`src/rtl/truth_table_scanner_if.sv`:
```
// Host/function-side bundle for truth_table_scanner; TT_COMPARE_EN adds the
// expected-table compare signals.
interface truth_table_scanner_if #(
  parameter int unsigned N_VARS = 4
);
  localparam int unsigned TT_W = 1 << N_VARS;

  logic              start;
  logic              f_i;
  logic              busy;
  logic              done;
  logic [N_VARS-1:0] vars_o;
  logic [TT_W-1:0]   truth_table;
  logic [N_VARS:0]   ones_count;
`ifdef TT_COMPARE_EN
  logic [TT_W-1:0]   expected_tt;
  logic              mismatch;
  logic [N_VARS-1:0] fail_index;

  modport master (
    output start, f_i, expected_tt,
    input  busy, done, vars_o, truth_table, ones_count, mismatch, fail_index
  );
  modport slave (
    input  start, f_i, expected_tt,
    output busy, done, vars_o, truth_table, ones_count, mismatch, fail_index
  );
`else
  modport master (
    output start, f_i,
    input  busy, done, vars_o, truth_table, ones_count
  );
  modport slave (
    input  start, f_i,
    output busy, done, vars_o, truth_table, ones_count
  );
`endif
endinterface

```
`src/rtl/truth_table_scanner.sv`:
```
// Sweeps every input vector of an N_VARS-input function, holding each for
// SETTLE_CYCLES, and assembles its truth table and ones count. Optional TT_COMPARE_EN.
module truth_table_scanner #(
  parameter int unsigned N_VARS        = 4,
  parameter int unsigned SETTLE_CYCLES = 1
) (
  input logic                  clk,
  input logic                  rst,
  truth_table_scanner_if.slave bus
);
  localparam int unsigned TT_W  = 1 << N_VARS;
  localparam int unsigned OC_W  = N_VARS + 1;
  localparam int unsigned CNT_W = 8;
  localparam logic [CNT_W-1:0]  RELOAD   = CNT_W'(SETTLE_CYCLES - 1);
  localparam logic [N_VARS-1:0] IDX_LAST = '1;

  typedef enum logic [1:0] {IDLE, SETTLE, DONE} state_t;

  state_t            state_q, state_n;
  logic [N_VARS-1:0] idx_q, idx_n;
  logic [CNT_W-1:0]  cnt_q, cnt_n;
  logic [N_VARS-1:0] vars_q, vars_n;
  logic              busy_q, busy_n;
  logic              done_q, done_n;
  logic [TT_W-1:0]   tt_q, tt_n;
  logic [OC_W-1:0]   oc_q, oc_n;
`ifdef TT_COMPARE_EN
  logic [TT_W-1:0]   exp_q, exp_n;
  logic              mm_q, mm_n;
  logic [N_VARS-1:0] fi_q, fi_n;
`endif

  // State and result registers
  always_ff @(posedge clk or posedge rst) begin
    if (rst) begin
      state_q <= IDLE;
      idx_q   <= '0;
      cnt_q   <= '0;
      vars_q  <= '0;
      busy_q  <= 1'b0;
      done_q  <= 1'b0;
      tt_q    <= '0;
      oc_q    <= '0;
`ifdef TT_COMPARE_EN
      exp_q   <= '0;
      mm_q    <= 1'b0;
      fi_q    <= '0;
`endif
    end else begin
      state_q <= state_n;
      idx_q   <= idx_n;
      cnt_q   <= cnt_n;
      vars_q  <= vars_n;
      busy_q  <= busy_n;
      done_q  <= done_n;
      tt_q    <= tt_n;
      oc_q    <= oc_n;
`ifdef TT_COMPARE_EN
      exp_q   <= exp_n;
      mm_q    <= mm_n;
      fi_q    <= fi_n;
`endif
    end
  end

  // Next-state: accept in IDLE/DONE, otherwise count down and sample per vector
  always_comb begin
    state_n = state_q;
    idx_n   = idx_q;
    cnt_n   = cnt_q;
    vars_n  = vars_q;
    busy_n  = busy_q;
    done_n  = 1'b0;
    tt_n    = tt_q;
    oc_n    = oc_q;
`ifdef TT_COMPARE_EN
    exp_n   = exp_q;
    mm_n    = mm_q;
    fi_n    = fi_q;
`endif
    case (state_q)
      IDLE, DONE: begin
        if (bus.start) begin
          state_n = SETTLE;
          idx_n   = '0;
          cnt_n   = RELOAD;
          vars_n  = '0;
          busy_n  = 1'b1;
          tt_n    = '0;
          oc_n    = '0;
`ifdef TT_COMPARE_EN
          exp_n   = bus.expected_tt;
          mm_n    = 1'b0;
          fi_n    = '0;
`endif
        end else begin
          state_n = IDLE;
        end
      end
      SETTLE: begin
        if (cnt_q != '0) begin
          cnt_n = cnt_q - CNT_W'(1);
        end else begin
          tt_n[idx_q] = bus.f_i;
          oc_n        = oc_q + OC_W'(bus.f_i);
`ifdef TT_COMPARE_EN
          // Only the first disagreeing vector is recorded
          if (bus.f_i != exp_q[idx_q]) begin
            mm_n = 1'b1;
            if (!mm_q) fi_n = idx_q;
          end
`endif
          if (idx_q == IDX_LAST) begin
            state_n = DONE;
            busy_n  = 1'b0;
            done_n  = 1'b1;
          end else begin
            idx_n  = idx_q + N_VARS'(1);
            vars_n = idx_q + N_VARS'(1);
            cnt_n  = RELOAD;
          end
        end
      end
      default: state_n = IDLE;
    endcase
  end

  assign bus.vars_o      = vars_q;
  assign bus.busy        = busy_q;
  assign bus.done        = done_q;
  assign bus.truth_table = tt_q;
  assign bus.ones_count  = oc_q;
`ifdef TT_COMPARE_EN
  assign bus.mismatch    = mm_q;
  assign bus.fail_index  = fi_q;
`endif
endmodule

```
`src/flat_wrapper.sv`:
```
// flat-port wrapper written by rule: the top's interface ports become plain ports
module truth_table_scanner_flat 
#(
  parameter int unsigned N_VARS        = 4,
  parameter int unsigned SETTLE_CYCLES = 1
)
  (clk, rst, bus_start, bus_f_i, bus_busy, bus_done, bus_vars_o, bus_truth_table, bus_ones_count);
  truth_table_scanner_if #(.N_VARS(N_VARS)) bus_i ();
  input logic clk;
  input logic rst;
  input wire logic [$bits(bus_i.start)-1:0] bus_start;
  input wire logic [$bits(bus_i.f_i)-1:0] bus_f_i;
  output wire logic [$bits(bus_i.busy)-1:0] bus_busy;
  output wire logic [$bits(bus_i.done)-1:0] bus_done;
  output wire logic [$bits(bus_i.vars_o)-1:0] bus_vars_o;
  output wire logic [$bits(bus_i.truth_table)-1:0] bus_truth_table;
  output wire logic [$bits(bus_i.ones_count)-1:0] bus_ones_count;
  assign bus_i.start = bus_start;
  assign bus_i.f_i = bus_f_i;
  assign bus_busy = bus_i.busy;
  assign bus_done = bus_i.done;
  assign bus_vars_o = bus_i.vars_o;
  assign bus_truth_table = bus_i.truth_table;
  assign bus_ones_count = bus_i.ones_count;
  truth_table_scanner #(.N_VARS(N_VARS), .SETTLE_CYCLES(SETTLE_CYCLES)) u_core (.clk(clk), .rst(rst), .bus(bus_i));
endmodule
```
`config.mk`:
```
export PLATFORM = sky130hd
export DESIGN_NAME = truth_table_scanner_flat
export DESIGN_NICKNAME = d
export VERILOG_FILES = /design/src/rtl/truth_table_scanner_if.sv /design/src/rtl/truth_table_scanner.sv /design/src/flat_wrapper.sv
export SDC_FILE = /design/constraint.sdc
export NUM_CORES = 1
export LEC_CHECK = 0
export ABC_CLOCK_PERIOD_IN_PS = 2240
export CAP_MARGIN = 20
export CELL_PAD_IN_SITES_DETAIL_PLACEMENT = 1
export CELL_PAD_IN_SITES_GLOBAL_PLACEMENT = 1
export CORE_MARGIN = 10
export CORE_UTILIZATION = 48
export DETAILED_ROUTE_END_ITERATION = 7
export DONT_BUFFER_PORTS = 1
export PLACE_DENSITY = 0.88
export SETUP_SLACK_MARGIN = 0.4
export SLEW_MARGIN = 20
export SYNTH_ARGS = -nofsm -noshare
export SYNTH_HDL_FRONTEND = slang
export SYNTH_SLANG_ARGS = --single-unit
```
`constraint.sdc`:
```
create_clock -name clk -period 2.24 [get_ports clk]
set_input_delay 0.448 -clock clk [delete_from_list [all_inputs] [get_ports clk]]
set_output_delay 0.448 -clock clk [all_outputs]
set_load 0.01 [all_outputs]
```
==> reports/metrics.cfg <==
[logic_synthesis]
synth_cell_type_count = 39
postSynthCellCount = 190
async_flop_share = 1.00
syn_avg_cell_area_um2 = 10.2
synth_top_area_share = 0.476
synth_most_common_cell = dfrtp_1
synth_top_area_cell = dfrtp_1
synth_nets = 202
yosysWarnings = 0
synth_ff_type = dfrtp_1
synth_edf_count = 0
yosys-top-cells-count = dfrtp_1, nand2_1, nand3_1
ys_ff_latch = 37
syn_area_um2 = 1950
yosysSeqAreaShare = 0.476
ys_top_cells_by_area = dfrtp_1, mux2i_1, ha_1

[placement]
dp.cells = 235
dpl-instance-area_um2 = 1950
post-dp-hpwl_um = 3530
routabilityCongestion = 0.754
io_buffer_count = 0

[grt]
grt_max_degree = 38
grt_pass1_wl_um = 8590
first_global_vias = 1632
track_usage = 0.147
grt_remaining_overflow = 0
antenna_found_initial = 0

[timing]
fmax_mhz = 504
setup_viol = 0
rsz0062_at_grt = true
drv_slew = 0
finalCriticalPeriod_ns = 1.99
tns_ns = 0
hold_viol = 0
fin_skew_ns = 0.00837
tightest_slew_ns = 0.647
finalCritPeriodShare = 0.886
slew_headroom = 0.568

[layout]
diodes = 0
area_delta_synth_final_pct = 21.4
fin_area_um2 = 2360
fillCellCount = 440
stdcell_count = 256
nets = 217
layout-drive-gt1-share = 0.248

[drt]
drtPass1Iterations = 4
vias = 1584
drcViolationCount = 0
wirelength_um = 6180
viasPerCell = 6.19
ant_nets = 0
wl_per_cell_um = 24.1
first_iter_violations = 125

[critical_path]
cpPeakStageDelay_ns = 0.41
critPathTopFamily = simple AND/OR/NAND/NOR gates
setup.worst_path.start = u_core.cnt_q[0]
critPathLaunchType = register
cp_slowest_cell = or3b_4
crit_buf_inv = 3
worstSetupPathType = register to register
required_ns = 2.39
path_max_fanout = 7
endpoint_kind = register
crit_chain = inv_2, ha_4, or3b_4, nor3_4, buf_6, buf_12, nand4_1, mux2i_1
arrival_ns = 2.13
timing.rr.start = u_core.cnt_q[0]

[floorplan]
core-area_um2 = 3970
num_rows = 23
fp.dieH_um = 83.7
die-area_um2 = 7000
ios = 31
dieWidth_um = 83.7
start_util = 0.490

[clocking]
clkSinkCount = 37
cts_root_buf = clkbuf_8
htreeDepth = 2
numCtsBuffers = 5
cts.clk_slew.worst_paths_ns = 0.08
clockBufferDepth = 2
clk_latency_ns = 0.29
cts_tree = built

[power_and_ir_drop]
p_leak_nw = 1.13
p_per_area_nw_per_um2 = 1040
vdd.ir_drop.worst_uv = 665
finalPower_mw = 2.46

[min_path]
min_path_type = primary input to async pin

[outcome]
status = finished clean

[flow_run]
max_cap_viol_count = 0

## path summary, 6_finish.rpt
path	endpoint	slack, ns	cells past startpoint
setup / recovery	u_core.bus.truth_table[14]	0.25	8
hold / removal	u_core.bus.truth_table[10]	0.16	2
setup reg to reg	u_core.bus.truth_table[14]	0.25	8
hold reg to reg	u_core.cnt_q[6]	0.55	1
max in group asynchronous	u_core.cnt_q[4]	1.72	2
min in group clk	u_core.bus.truth_table[15]	0.34	2
## cell usage in the layout (no fill, tap or decap), types with 2 or more instances in the layout
cell type and count:
clkbuf_8 6, xnor2_1 2, nand4_1 4, buf_4 10, nand2_4 2, clkbuf_16 2
o21ai_0 6, ha_1 7, a21oi_1 5, mux2i_1 17, nand2_1 24, nand3_1 12
nand3_4 5, inv_2 2, inv_1 7, buf_6 2, a31oi_1 7, nand2b_1 3
nor2_1 6, nand3_2 2, o21ai_2 3, dfrtp_1 34, nor3b_1 2, nor4_1 2
dfrtp_2 3, nor3_1 2, nor2b_1 4
## metal layers
layer / vias to the layer above / track usage / share of wire
met1: 821 / 0.173 / 0.39
met2: 51 / 0.240 / 0.52
met4: 0 / 0.0472 / 0.012
met3: 11 / 0.0566 / 0.072
met5: - / 0 / 0
li1: 701 / - / -
## metrics by stage
step,util,hold slack (ns),setup WS [ns]
floorplan,-,0.471,0.406
global placement,0.491,0.464,0.372
detailed placement,0.491,0.489,0.285
CTS,0.546,0.180,0.345
global route,0.595,0.192,0.170
finish,0.595,0.161,0.255
## report_power, final
part / leakage [nW] / internal [mW] / total, mW / switching (mW)
registers: 0.487 / 0.786 / 0.956 / 0.170
clock network: 0.0585 / 0.363 / 0.615 / 0.252
logic: 0.584 / 0.385 / 0.887 / 0.502
total: 1.13 / 1.54 / 2.46 / 0.924
## flip-flops by register name, summed over array words and instances (netlist names)
name and count:
u_core.idx_q 4, u_core.bus.done 1, u_core.bus.truth_table 16, u_core.bus.busy 1
u_core.bus.ones_count 5, u_core.cnt_q 8, u_core.state_q 2
## final cells by class
| class | count | area [µm²] | area share |
|---|---|---|---|
| Multi-Input combinational cell | 135 | 1010 | 0.427 |
| Sequential cell | 37 | 930 | 0.394 |
| Timing Repair Buffer | 17 | 210 | 0.0890 |
| Clock buffer | 7 | 86.3 | 0.0365 |
| Tap cell | 50 | 62.6 | 0.0265 |
| Inverter | 9 | 33.8 | 0.0143 |
| Clock inverter | 1 | 30.0 | 0.0127 |
## cells by family after synthesis
logic type	Yosys count	share of synthesized area
adders and majority gates	8	0.0514
DFF	37	0.476
and+or+nand+nor	77	0.206
AOI/OAI and AO/OA	30	0.0952
buffers and inverters	18	0.0707
muxes	17	0.0875
xor gates and xnor gates	3	0.0135
## repair_timing
action	CTS	global route
pin swaps	1	3
gates resized for setup	10	27
buffers inserted	7	3
setup endpoints to repair	26	29
gates cloned	1	2
hold buffers	0	0
Note: power is estimated with default switching activity, not from simulation.
